==> src/rtl/alu_pkg.sv <==
// Shared definitions for the ALU issue controller:
// opcodes, error codes and controller states.
package alu_pkg;

    localparam logic [3:0] OP_ADD  = 4'd0;
    localparam logic [3:0] OP_SUB  = 4'd1;
    localparam logic [3:0] OP_MUL  = 4'd2;
    localparam logic [3:0] OP_DIV  = 4'd3;
    localparam logic [3:0] OP_SHL  = 4'd4;
    localparam logic [3:0] OP_SHR  = 4'd5;
    localparam logic [3:0] OP_SQA  = 4'd6;
    localparam logic [3:0] OP_SQB  = 4'd7;
    localparam logic [3:0] OP_LAST = 4'd7;

    localparam logic [1:0] ERR_NONE    = 2'b00;
    localparam logic [1:0] ERR_ILLEGAL = 2'b01;
    localparam logic [1:0] ERR_DIV0    = 2'b10;
    localparam logic [1:0] ERR_TIMEOUT = 2'b11;

    typedef enum logic [1:0] {
        S_IDLE,
        S_ISSUE,
        S_DONE,
        S_ERR
    } state_t;

    function automatic logic op_legal(input logic [3:0] op);
        return op <= OP_LAST;
    endfunction

endpackage

==> src/rtl/alu_regfile.sv <==
// Operand register file: two operand reads, a debug read
// and one write port shared between host and writeback.
module alu_regfile
    import alu_pkg::*;
#(
    parameter int WIDTH = 8,
    parameter int NREGS = 4,
    parameter int RAW   = $clog2(NREGS)
) (
    input  logic             clk,
    input  logic             reset,
    input  logic [RAW-1:0]   ra_addr,
    output logic [WIDTH-1:0] ra_data,
    input  logic [RAW-1:0]   rb_addr,
    output logic [WIDTH-1:0] rb_data,
    input  logic [RAW-1:0]   dbg_addr,
    output logic [WIDTH-1:0] dbg_data,
    input  logic             host_en,
    input  logic [RAW-1:0]   host_addr,
    input  logic [WIDTH-1:0] host_data,
    input  logic             wb_sel,
    input  logic             wb_en,
    input  logic [RAW-1:0]   wb_addr,
    input  logic [WIDTH-1:0] wb_data
);

    logic [WIDTH-1:0] regs [NREGS];
    logic             we;
    logic [RAW-1:0]   waddr;
    logic [WIDTH-1:0] wdata;

    always_comb begin
        we    = host_en;
        waddr = host_addr;
        wdata = host_data;
        if (wb_sel) begin
            we    = wb_en;
            waddr = wb_addr;
            wdata = wb_data;
        end
    end

    always_ff @(posedge clk or posedge reset) begin
        if (reset) begin
            for (int i = 0; i < NREGS; i++)
                regs[i] <= '0;
        end else if (we) begin
            regs[waddr] <= wdata;
        end
    end

    assign ra_data  = regs[ra_addr];
    assign rb_data  = regs[rb_addr];
    assign dbg_data = regs[dbg_addr];

endmodule

==> src/rtl/alu_issue_ctrl.sv <==
// Issue/writeback controller in front of the 8-bit ALU:
// captures operands, waits for the ALU update, writes back.
module alu_issue_ctrl
    import alu_pkg::*;
#(
    parameter int WIDTH    = 8,
    parameter int NREGS    = 4,
    parameter int WAIT_MAX = 4,
    parameter int RAW      = $clog2(NREGS)
) (
    input  logic             clk,
    input  logic             reset,
    input  logic             cmd_valid,
    output logic             cmd_ready,
    input  logic [3:0]       cmd_op,
    input  logic [RAW-1:0]   cmd_src_a,
    input  logic [RAW-1:0]   cmd_src_b,
    input  logic [RAW-1:0]   cmd_dst,
    input  logic             wr_en,
    input  logic [RAW-1:0]   wr_addr,
    input  logic [WIDTH-1:0] wr_data,
    input  logic [RAW-1:0]   rd_addr,
    output logic [WIDTH-1:0] rd_data,
    output logic [WIDTH-1:0] alu_a,
    output logic [WIDTH-1:0] alu_b,
    output logic [3:0]       alu_sel,
    output logic             alu_latch,
    input  logic [WIDTH-1:0] alu_out,
    input  logic             alu_carry,
    input  logic             alu_update,
    output logic             carry_flag,
    output logic             done,
    output logic             err,
    output logic [1:0]       err_code
);

    localparam int CW = $clog2(WAIT_MAX + 1);
    localparam logic [CW-1:0] CNT_LAST = CW'(WAIT_MAX - 1);

    state_t           state;
    logic [RAW-1:0]   dst;
    logic [CW-1:0]    cnt;
    logic [WIDTH-1:0] ra_data;
    logic [WIDTH-1:0] rb_data;
    logic             in_idle;
    logic             in_issue;
    logic             accept;
    logic             wb_en;

    assign in_idle   = (state == S_IDLE);
    assign in_issue  = (state == S_ISSUE);
    assign cmd_ready = in_idle;
    assign accept    = cmd_valid && in_idle;
    assign wb_en     = in_issue && alu_update;

    alu_regfile #(
        .WIDTH (WIDTH),
        .NREGS (NREGS),
        .RAW   (RAW)
    ) u_rf (
        .clk       (clk),
        .reset     (reset),
        .ra_addr   (cmd_src_a),
        .ra_data   (ra_data),
        .rb_addr   (cmd_src_b),
        .rb_data   (rb_data),
        .dbg_addr  (rd_addr),
        .dbg_data  (rd_data),
        .host_en   (wr_en && in_idle),
        .host_addr (wr_addr),
        .host_data (wr_data),
        .wb_sel    (in_issue),
        .wb_en     (wb_en),
        .wb_addr   (dst),
        .wb_data   (alu_out)
    );

    always_ff @(posedge clk or posedge reset) begin
        if (reset) begin
            state      <= S_IDLE;
            alu_a      <= '0;
            alu_b      <= '0;
            alu_sel    <= '0;
            alu_latch  <= 1'b0;
            dst        <= '0;
            cnt        <= '0;
            carry_flag <= 1'b0;
            done       <= 1'b0;
            err        <= 1'b0;
            err_code   <= ERR_NONE;
        end else begin
            done <= 1'b0;
            err  <= 1'b0;
            unique case (state)
                S_IDLE: begin
                    if (accept) begin
                        alu_a    <= ra_data;
                        alu_b    <= rb_data;
                        alu_sel  <= cmd_op;
                        dst      <= cmd_dst;
                        cnt      <= '0;
                        err_code <= ERR_NONE;
                        if (!op_legal(cmd_op)) begin
                            state    <= S_ERR;
                            err      <= 1'b1;
                            err_code <= ERR_ILLEGAL;
                        end else if (cmd_op == OP_DIV
                                     && rb_data == '0) begin
                            state    <= S_ERR;
                            err      <= 1'b1;
                            err_code <= ERR_DIV0;
                        end else begin
                            state     <= S_ISSUE;
                            alu_latch <= 1'b1;
                        end
                    end
                end
                S_ISSUE: begin
                    // An update wins over a timeout in the same cycle
                    if (alu_update) begin
                        carry_flag <= alu_carry;
                        alu_latch  <= 1'b0;
                        done       <= 1'b1;
                        state      <= S_DONE;
                    end else if (cnt == CNT_LAST) begin
                        alu_latch <= 1'b0;
                        err       <= 1'b1;
                        err_code  <= ERR_TIMEOUT;
                        state     <= S_ERR;
                    end else begin
                        cnt <= cnt + CW'(1);
                    end
                end
                S_DONE:  state <= S_IDLE;
                S_ERR:   state <= S_IDLE;
                default: state <= S_IDLE;
            endcase
        end
    end

endmodule

==> config.mk <==
export PLATFORM = sky130hd
export DESIGN_NAME = alu_issue_ctrl
export DESIGN_NICKNAME = d
export VERILOG_FILES = /design/src/rtl/alu_pkg.sv /design/src/rtl/alu_regfile.sv /design/src/rtl/alu_issue_ctrl.sv
export SDC_FILE = /design/constraint.sdc
export NUM_CORES = 1
export LEC_CHECK = 0
export BUFFER_PORTS_ARGS = -buffer_cell sky130_fd_sc_hd__buf_2
export CORE_ASPECT_RATIO = 1.4
export CORE_UTILIZATION = 50
export CTS_CLUSTER_DIAMETER = 60
export DETAILED_ROUTE_END_ITERATION = 8
export MAX_ROUTING_LAYER = met4
export PLACE_DENSITY_LB_ADDON = 0.08
export SETUP_SLACK_MARGIN = 0.3
export SLEW_MARGIN = 10
export SYNTH_ARGS = -nofsm -noshare
export SYNTH_HDL_FRONTEND = slang
export SYNTH_SLANG_ARGS = --single-unit
export TNS_END_PERCENT = 20
==> constraint.sdc <==
create_clock -name clk -period 3.7 [get_ports clk]
set_clock_uncertainty 0.2 [all_clocks]
set_input_delay 0.74 -clock clk [delete_from_list [all_inputs] [get_ports clk]]
set_output_delay 0.74 -clock clk [all_outputs]
set_load 0.005 [all_outputs]
Yosys cells after proc, flatten, opt, wreduce, memory -nomap -nowiden
Cells that the tools add are included.

Register bits after elaboration: 65. Bits of input ports: 36. Output and inout bits: 35.

Equality and inequality tests: 12. Add/subtract/negate cells: 1. Magnitude comparators: 6. Bitwise gates (word level): 4. Mux-type cells: 44. Reduce and logical (&&, ||, !) cells: 15.

Operators with widths (count): $mux W8 (8); $bmux W8 S2 (3); $bwmux W32 (1); $mux W2 (10); $demux W8 S2 (1); $mux W1 (13); $ge A3 B3 Y1 const B (4); $not A2 Y3 (4); $mux W3 (3); $logic_not A8 Y1 (1); $reduce_and A4 Y1 (2); $ne A2 B1 Y1 const B (3); $ne A2 B2 Y1 const B (3); $pmux W2 S3 (1); $pmux W3 S2 (1); $reduce_and A2 Y1 (3); $logic_and A1 B1 Y1 (5); $reduce_and A5 Y1 (1); $eq A2 B2 Y1 const B (2); $eq A4 B2 Y1 const B (1); $le A4 B3 Y1 const B (1); $pmux W1 S2 (2); $pmux W2 S2 (1); $add A3 B1 Y3 const B (1); other kinds (7) (7).

Logic depth before layout (Yosys ltp)
Gate-level depths: netlist of the first run.

Depth after elaboration: 10. Gate-level depth with buffers: 7. Mapped depth without buffers: 6.

Hierarchy
Synthesis of the first run repeated with hierarchy kept, for this count alone.

Cell total of the unflattened synthesis: 223. Area total of the unflattened synthesis: 3470.8 µm².

By module, submodules not included: alu_regfile (cells each 115, area each 1979.4 µm², instances 1, sequential area each 800.8 µm²); alu_issue_ctrl (cells each 108, area each 1491.4 µm², instances 1, sequential area each 825.8 µm²).

Worst setup path before layout of the first run
No wires, ideal clock.

Kind: in2out. Start: input rd_addr[0]. End: output rd_data[2]. Data required time: 2.760 ns. Path buffers: 1. Slack: 1.079 ns. Arrival: 1.681 ns. Cell stages on the path: 2. Cells stage by stage: clkbuf_1 > mux4_2.

Cells in the longest elaborated chain, start to end: 4.

RTL lines: from (decl) (line alu_issue_ctrl.sv:22) `input logic [RAW-1:0] rd_addr,`; $not A2 Y3 (implied by the code) (line alu_regfile.sv:54) `assign dbg_data = regs[dbg_addr];`; $bmux W8 S2 (line alu_regfile.sv:54); $mux W8 (implied by the code) (2 in a row) (line alu_regfile.sv:54); to (decl) (line alu_issue_ctrl.sv:23) `output logic [WIDTH-1:0] rd_data,`.

No other way between the ends. The select of a mux whose other input is x is not followed.

Worst setup path in the final report of the first run
Start: input rd_addr[0]. End: output rd_data[3].

The elaborated chain is that of the path after synthesis.

==> key figures, run 1 <==
Global route
  – Largest net degree at the start of global routing: 34
  – Initial antenna violation count: 0
  – First-pass GRT wire length: 12850 µm
  – Number of global-route vias before repair: 2563
  – GRT Overall Usage: 25.76%
  – Remaining Overflow, GRT: 0

Synthesis
  – Top cells by area, synth: dfrtp_1 49%, mux4_2 15%, nand2_1 11%, mux2_1 9.2%, mux2_2 2.0%
  – Library cells used by synthesis: 36
  – Yosys top cell by area: dfrtp_1
  – Synth Warn #: 0
  – Gate Count Post-Synth: 283
  – Average cell area after synthesis: 11.73 µm²
  – Synth top area share: 49.02%
  – Mapped Nets: 321
  – Mapped Area: 0.003318 mm²
  – Flops & latches, synth: 65
  – Register area share after synthesis: 49.02%

Clock network
  – Hold-fix buffers at CTS: 0
  – Max H-tree Level: 3
  – Post-CTS setup buffers: 0
  – CTS root buf: clkbuf_8
  – Worst-Skew Late Latency: 0.35 ns
  – CTS buffer count: 9
  – Clock buffer depth: 2
  – TritonCTS clock tree: yes
  – Clock-pin slew on the worst setup and hold paths: 0.08 ns
  – Clock sinks: 65
  – Resized Gates After CTS: 0

STA
  – Achievable Freq: 379.3 MHz
  – Max-slew violation count: 0
  – Setup violators final: 0
  – Worst Max-Slew Pin Slew: 0.9630 ns
  – Final Cycle Share: 71.25%
  – Relative slew slack: 35.65%
  – Final Hold Viols: 0
  – Tmin final: 2.636 ns
  – RSZ-0062 raised after global routing: false
  – WHS: 0.2762 ns
  – Setup TNS: 0 ns

Min path
  – WHS Path Cells: 2
  – Hold crit path type: register to register

Die
  – I/O pin count: 71
  – DIE HEIGHT: 98.39 µm
  – Core area: 0.006296 mm²
  – DIE AREA: 0.006971 mm²
  – # rows: 34
  – Initial core utilization: 52.70%
  – Die W: 70.85 µm

Setup path
  – Slowest stage delay, CP: 0.55 ns
  – Worst path cell trace: buf_2 > mux4_2 > buf_2
  – Max FO, Critical Path: 8
  – CP Launch Type: primary input
  – Cell mode on critical path: buf_2
  – WS Path Type: primary input to output pin
  – Data required time of the critical path: 2.76 ns
  – Reg2reg path depth: 5
  – WP buf/inv: 2
  – Stages on worst setup path: 3
  – Worst Setup End Kind: output pin
  – Cell family with most CP delay: multiplexers
  – Worst path arrival time: 1.70 ns
  – Critical path's slowest cell: mux4_2

Final layout
  – Design Area, Final: 0.003920 mm²
  – Area Growth Syn to Fin: 18.14%
  – Multi-input logic area: 0.001600 mm²
  – Commonest cells after routing, fill and taps aside: 93 x nand2_1, 70 x buf_2, 65 x dfrtp_1
  – Filler instances: 547
  – NumNets Final: 390
  – Layout cells sized above 1: 34.73%
  – Antenna Diode Count: 0
  – Register area: 0.001627 mm²
  – Finished Layout Cells: 429
  – Commonest non-fill, non-tap cell in the layout: nand2_1
  – Fin util: 62.26%

Run
  – Max Cap Viol: 0

Power and ir drop
  – Clock group share of total power: 18.8%
  – NetSw: 1.156 mW
  – Internal: 1.989 mW
  – Static Leak: 1.907 nW
  – Share of power burned in registers: 42.1%
  – Logic pwr share: 39.1%
  – Switching share of power: 36.75%
  – PwrDens: 802.4 mW/mm²
  – Max IR drop VDD: 0.4523 mV

Routing
  – Remaining DRCs: 0
  – Via count: 2450
  – Drt wl/cell: 17.91 µm
  – DRT Pass-1 Iters: 8
  – DR iter-0 viols: 156
  – Antenna Nets Post-Route: 0
  – Via/cell ratio: 5.711
  – Total routed wirelength: 7683 µm

Status
  – Outcome: finished, final reports clean

Placement
  – Port bufs: 70
  – Cell Area, Placed: 0.003725 mm²
  – Inst Count DP: 413
  – Hpwl dp: 5602 µm
  – GPL Wtd Cong: 0.8135
## synth_stat cells
| master | number |
|---|---|
| o21ai_0 | 4 |
| nor4_4 | 1 |
| inv_1 | 4 |
| mux2_2 | 6 |
| clkbuf_1 | 11 |
| a22o_1 | 1 |
| nor2_1 | 6 |
| and2_1 | 1 |
| nand4_1 | 1 |
| a31oi_1 | 1 |
| mux2_1 | 27 |
| mux2i_1 | 1 |
| a211oi_1 | 1 |
| buf_6 | 2 |
| nor4_1 | 1 |
| a21oi_1 | 4 |
| nand3_2 | 1 |
| buf_2 | 2 |
| nand3b_1 | 4 |
| nor3_1 | 2 |
| or3b_1 | 1 |
| nor2b_1 | 2 |
| buf_4 | 1 |
| mux4_2 | 22 |
| or3_1 | 1 |
| nand3_1 | 6 |
| nand2b_1 | 2 |
| a21boi_1 | 1 |
| or4bb_1 | 1 |
| dfrtp_1 | 65 |
| nand2_1 | 93 |
| mux4_1 | 2 |
| nor3_4 | 1 |
| ha_1 | 2 |
| nand2_2 | 1 |
| o21ai_1 | 1 |
## cell families after synthesis
kind of cell	share of synthesized area (%)
AND/OR/NAND/NOR	17.04
flip-flops	49.02
multiplexers	28.02
adder cells (fa/ha/maj)	0.7540
buffers and inverters	2.903
AO/OA/AOI/OAI	2.263
## stage by stage
step,setup WS [ns],power [mW]
2_1_floorplan,1.079,2.110
3_3_place_gp,1.058,2.544
3_5_place_dp,1.067,2.577
4_1_cts,1.051,3.178
5_1_grt,1.020,3.381
6_report,1.064,3.145
## state kept, by name, indices dropped and copies added, names as in the netlist, 2 cells and up
signal / cells
alu_a: 8
alu_b: 8
alu_sel: 4
cnt: 3
dst: 2
err_code: 2
state: 2
u_rf.regs: 32
## power groups by stage
| stage | logic, mW | registers (mW) | clock network (mW) |
|---|---|---|---|
| 2_1_floorplan | 0.866 | 1.24 | 0 |
| 3_3_place_gp | 1.22 | 1.32 | 0 |
| 3_5_place_dp | 1.24 | 1.34 | 0 |
| 4_1_cts | 1.25 | 1.32 | 0.606 |
| 5_1_grt | 1.37 | 1.37 | 0.639 |
| 6_report | 1.23 | 1.32 | 0.593 |
## worst min-delay path, stage by stage, from the launching register on
cell     delay, ns
dfrtp_1       0.34
nand2_1       0.05
nand2_1       0.06
## routing by layer
metal / share of wire (%) / vias up / global-route usage, %
met1: 42 / 1231 / 31.20
met2: 52 / 68 / 42.38
met4: 2.2 / 0 / 10.15
li1: - / 1135 / -
met3: 4.0 / 16 / 5.057
met5: 0 / - / -
## cell type report
| class | count | share of cell area, % |
|---|---|---|
| clock buffers | 9 | 3.160 |
| clock inverters | 7 | 1.819 |
| inverters | 4 | 0.3830 |
| multi-input cells | 198 | 40.82 |
| flip-flops and latches | 65 | 41.49 |
| well taps | 72 | 2.298 |
| repair buffers | 74 | 10.02 |
## final timing paths
path	slack (ns)	startpoint	end
min	0.28	alu_sel[2]	alu_sel[2]
max in group asynchronous	2.38	reset	u_rf.regs[20]
max	1.06	rd_addr[0]	rd_data[3]
max reg2reg	1.22	state[0]	u_rf.regs[5]
min reg2reg	0.28	alu_sel[2]	alu_sel[2]
min in group asynchronous	0.29	reset	alu_sel[2]
Note: power is estimated with default switching activity, not from simulation.
==> run 2, diff against run 1 <==
==> constraint.sdc (replaced) <==
create_clock -name clk -period 2.55 [get_ports clk]
set_clock_uncertainty 0.2 [all_clocks]
set_input_delay 0.51 -clock clk [delete_from_list [all_inputs] [get_ports clk]]
set_output_delay 0.51 -clock clk [all_outputs]
set_load 0.005 [all_outputs]
==> run 2 against run 1 <==
Total power rose by 52%. Non-clock buffer count rose by 3. Hold slack worse by 0.23 ns. Cell area up 2.2%. Clock power rose by 79%. Sequential power rose by 45%. Critical endpoint is now rd_data[5]. Combinational power grew 49%.
==> key figures, run 2 (synthesized netlist as in run 1, its figures left out) <==
Setup path
  – Worst setup path end: rd_data[5]
  – WS Path Type: primary input to output pin
  – Worst path cell trace: buf_2 > mux4_2 > buf_2
  – FF-to-FF End: u_rf.regs[12]
  – Max FO, Critical Path: 8 (unchanged)
  – Worst Setup SP: rd_addr[0]
  – Worst Setup End Kind: output pin
  – Data required time of the critical path: 1.84 ns (-0.92 ns)
  – Critical path's slowest cell: mux4_2
  – RR Startpoint: state[0]
  – CP Launch Type: primary input
  – R2R setup slack: 0.41 ns (-0.81 ns)
  – Worst path arrival time: 1.49 ns (-0.21 ns)
  – Reg2reg path depth: 5 (unchanged)
  – Slowest stage delay, CP: 0.56 ns (about the same)
  – Cell mode on critical path: buf_2

STA
  – Relative slew slack: 63.52% (+28 points)
  – Max-slew violation count: 0 (unchanged)
  – RSZ-0062 raised after global routing: false
  – Setup violators final: 0 (unchanged)
  – Final Hold Viols: 0 (unchanged)
  – Worst Max-Slew Pin Slew: 0.5472 ns (-0.4158 ns)
  – Achievable Freq: 455.5 MHz
  – Post-route worst setup slack: 0.3546 ns (-0.7093 ns)
  – Setup TNS: 0 ns (unchanged)
  – Final Cycle Share: 86.09%
  – Tmin final: 2.195 ns

Clock network
  – Clock sinks: 65 (unchanged)
  – CTS root buf: clkbuf_8
  – Clock buffer depth: 2 (unchanged)
  – TritonCTS clock tree: yes
  – CTS buffer count: 9 (unchanged)
  – Clock-pin slew on the worst setup and hold paths: 0.07 ns (about the same)
  – Worst-Skew Late Latency: 0.34 ns (about the same)
  – Max H-tree Level: 3 (unchanged)
  – Post-CTS setup buffers: 0 (unchanged)

Power and ir drop
  – Clock group share of total power: 22.1% (+3.3 points)
  – Internal: 3.114 mW (+57%)
  – Static Leak: 1.942 nW (+1.8%)
  – Max IR drop VDD: 0.6130 mV (+36%)
  – Logic pwr share: 38.1% (-1.0 points)
  – Total Power: 4.796 mW (+52%)
  – NetSw: 1.683 mW (+46%)
  – PwrDens: 1198 mW/mm² (+49%)
  – Share of power burned in registers: 39.8% (-2.3 points)
  – Switching share of power: 35.08% (-1.7 points)

Final layout
  – Commonest non-fill, non-tap cell in the layout: nand2_1
  – Commonest cells after routing, fill and taps aside: 92 x nand2_1, 70 x buf_2, 64 x dfrtp_1
  – Layout cells sized above 1: 36.39% (+1.7 points)
  – Antenna Diode Count: 0 (unchanged)
  – Fin util: 63.61% (+1.4 points)
  – Area Growth Syn to Fin: 20.70%
  – NumNets Final: 393 (+0.77%)
  – Reg with most FFs: u_rf.regs
  – Largest register FFs: 32 (unchanged)
  – Regs by FF count: u_rf.regs x32, alu_a x8, alu_b x8
  – Finished Layout Cells: 432 (+0.70%)

Routing
  – DRT Pass-1 Iters: 7 (-1)
  – Total routed wirelength: 7596 µm (-1.1%)
  – DR iter-0 viols: 156 (unchanged)
  – Via count: 2422 (-1.1%)
  – Antenna Nets Post-Route: 0 (unchanged)
  – Via/cell ratio: 5.606 (-1.8%)
  – Remaining DRCs: 0 (unchanged)
  – Drt wl/cell: 17.58 µm (-1.8%)

Placement
  – Place WS: 0.2446 ns (-0.8220 ns)
  – Hpwl dp: 5449 µm (-2.7%)
  – Port bufs: 70 (unchanged)
  – Inst Count DP: 416 (+0.73%)
  – GPL Wtd Cong: 0.8549 (+5.1%)

Global route
  – Remaining Overflow, GRT: 0 (unchanged)
  – Number of global-route vias before repair: 2561 (-0.078%)
  – First-pass GRT wire length: 12790 µm (-0.54%)
  – GRT Overall Usage: 25.52% (-0.24 points)
  – Initial antenna violation count: 0 (unchanged)
  – Largest net degree at the start of global routing: 66 (+94%)

Run
  – Max Cap Viol: 0 (unchanged)

Die
  – DIE AREA: 0.006971 mm² (unchanged)
  – I/O pin count: 71 (unchanged)
  – Die W: 70.85 µm (unchanged)
  – # rows: 34 (unchanged)
  – Core area: 0.006296 mm² (unchanged)
  – Initial core utilization: 52.70% (unchanged)
  – DIE HEIGHT: 98.39 µm (unchanged)

Status
  – Outcome: finished, final reports clean

Min path
  – Hold crit path type: primary input to async pin
run 2: worst min path at each step:
| stage | end |
|---|---|
| after detailed placement | alu_sel[2] |
| after global placement | alu_sel[0] |
| after floorplan | dst[1] |
| after CTS | u_rf.regs[0] |
| after global routing | u_rf.regs[0] |
| final | u_rf.regs[0] |
run 2: worst max-delay path, delay by kind of cell:
| kind | cells | cell delay [ns] |
|---|---|---|
| buffers and inverters | 2 | 0.41 |
| multiplexers | 1 | 0.56 |
run 2: timing repair:
item | 4_1_cts | 5_1_grt
resized for setup | 0 | 4
hold buffers | 0 | 0
endpoints found under the setup margin | 0 | 31
run 2: cell type report:
class | instances | area [µm²]
multi-input cells | 198 | 1610
repair buffers | 77 | 415.4
flip-flops and latches | 65 | 1628
fillers | 533 | 2291
well taps | 72 | 90.09
clock inverters | 7 | 118.9
clock buffers | 9 | 123.9
inverters | 4 | 18.77
run 2: metal layers:
layer / routed length [µm] / vias to the layer above / global-route usage (%) / share of wire, %
li1: - / 1143 / - / -
met1: 3075 / 1185 / 29.96 / 40
met2: 3875 / 77 / 41.20 / 51
met3: 425 / 17 / 5.470 / 5.6
met4: 219 / 0 / 13.08 / 2.9
met5: 0 / - / - / 0
run 2: through the flow:
step	area, µm²	hold WS (ns)
3_3_place_gp	3751	0.2520
2_1_floorplan	3322	0.2454
6_report	4005	0.04548
4_1_cts	3994	0.05739
5_1_grt	4005	0.08182
3_5_place_dp	3751	0.2570
run 2: power by group through the flow:
stage | combinational (mW) | clock, mW | sequential, mW
after floorplan | 1.26 | 0 | 1.80
after global placement | 1.79 | 0 | 1.91
after detailed placement | 1.83 | 0 | 1.92
after CTS | 1.84 | 1.08 | 1.90
after global routing | 2.04 | 1.13 | 1.99
final | 1.83 | 1.06 | 1.91
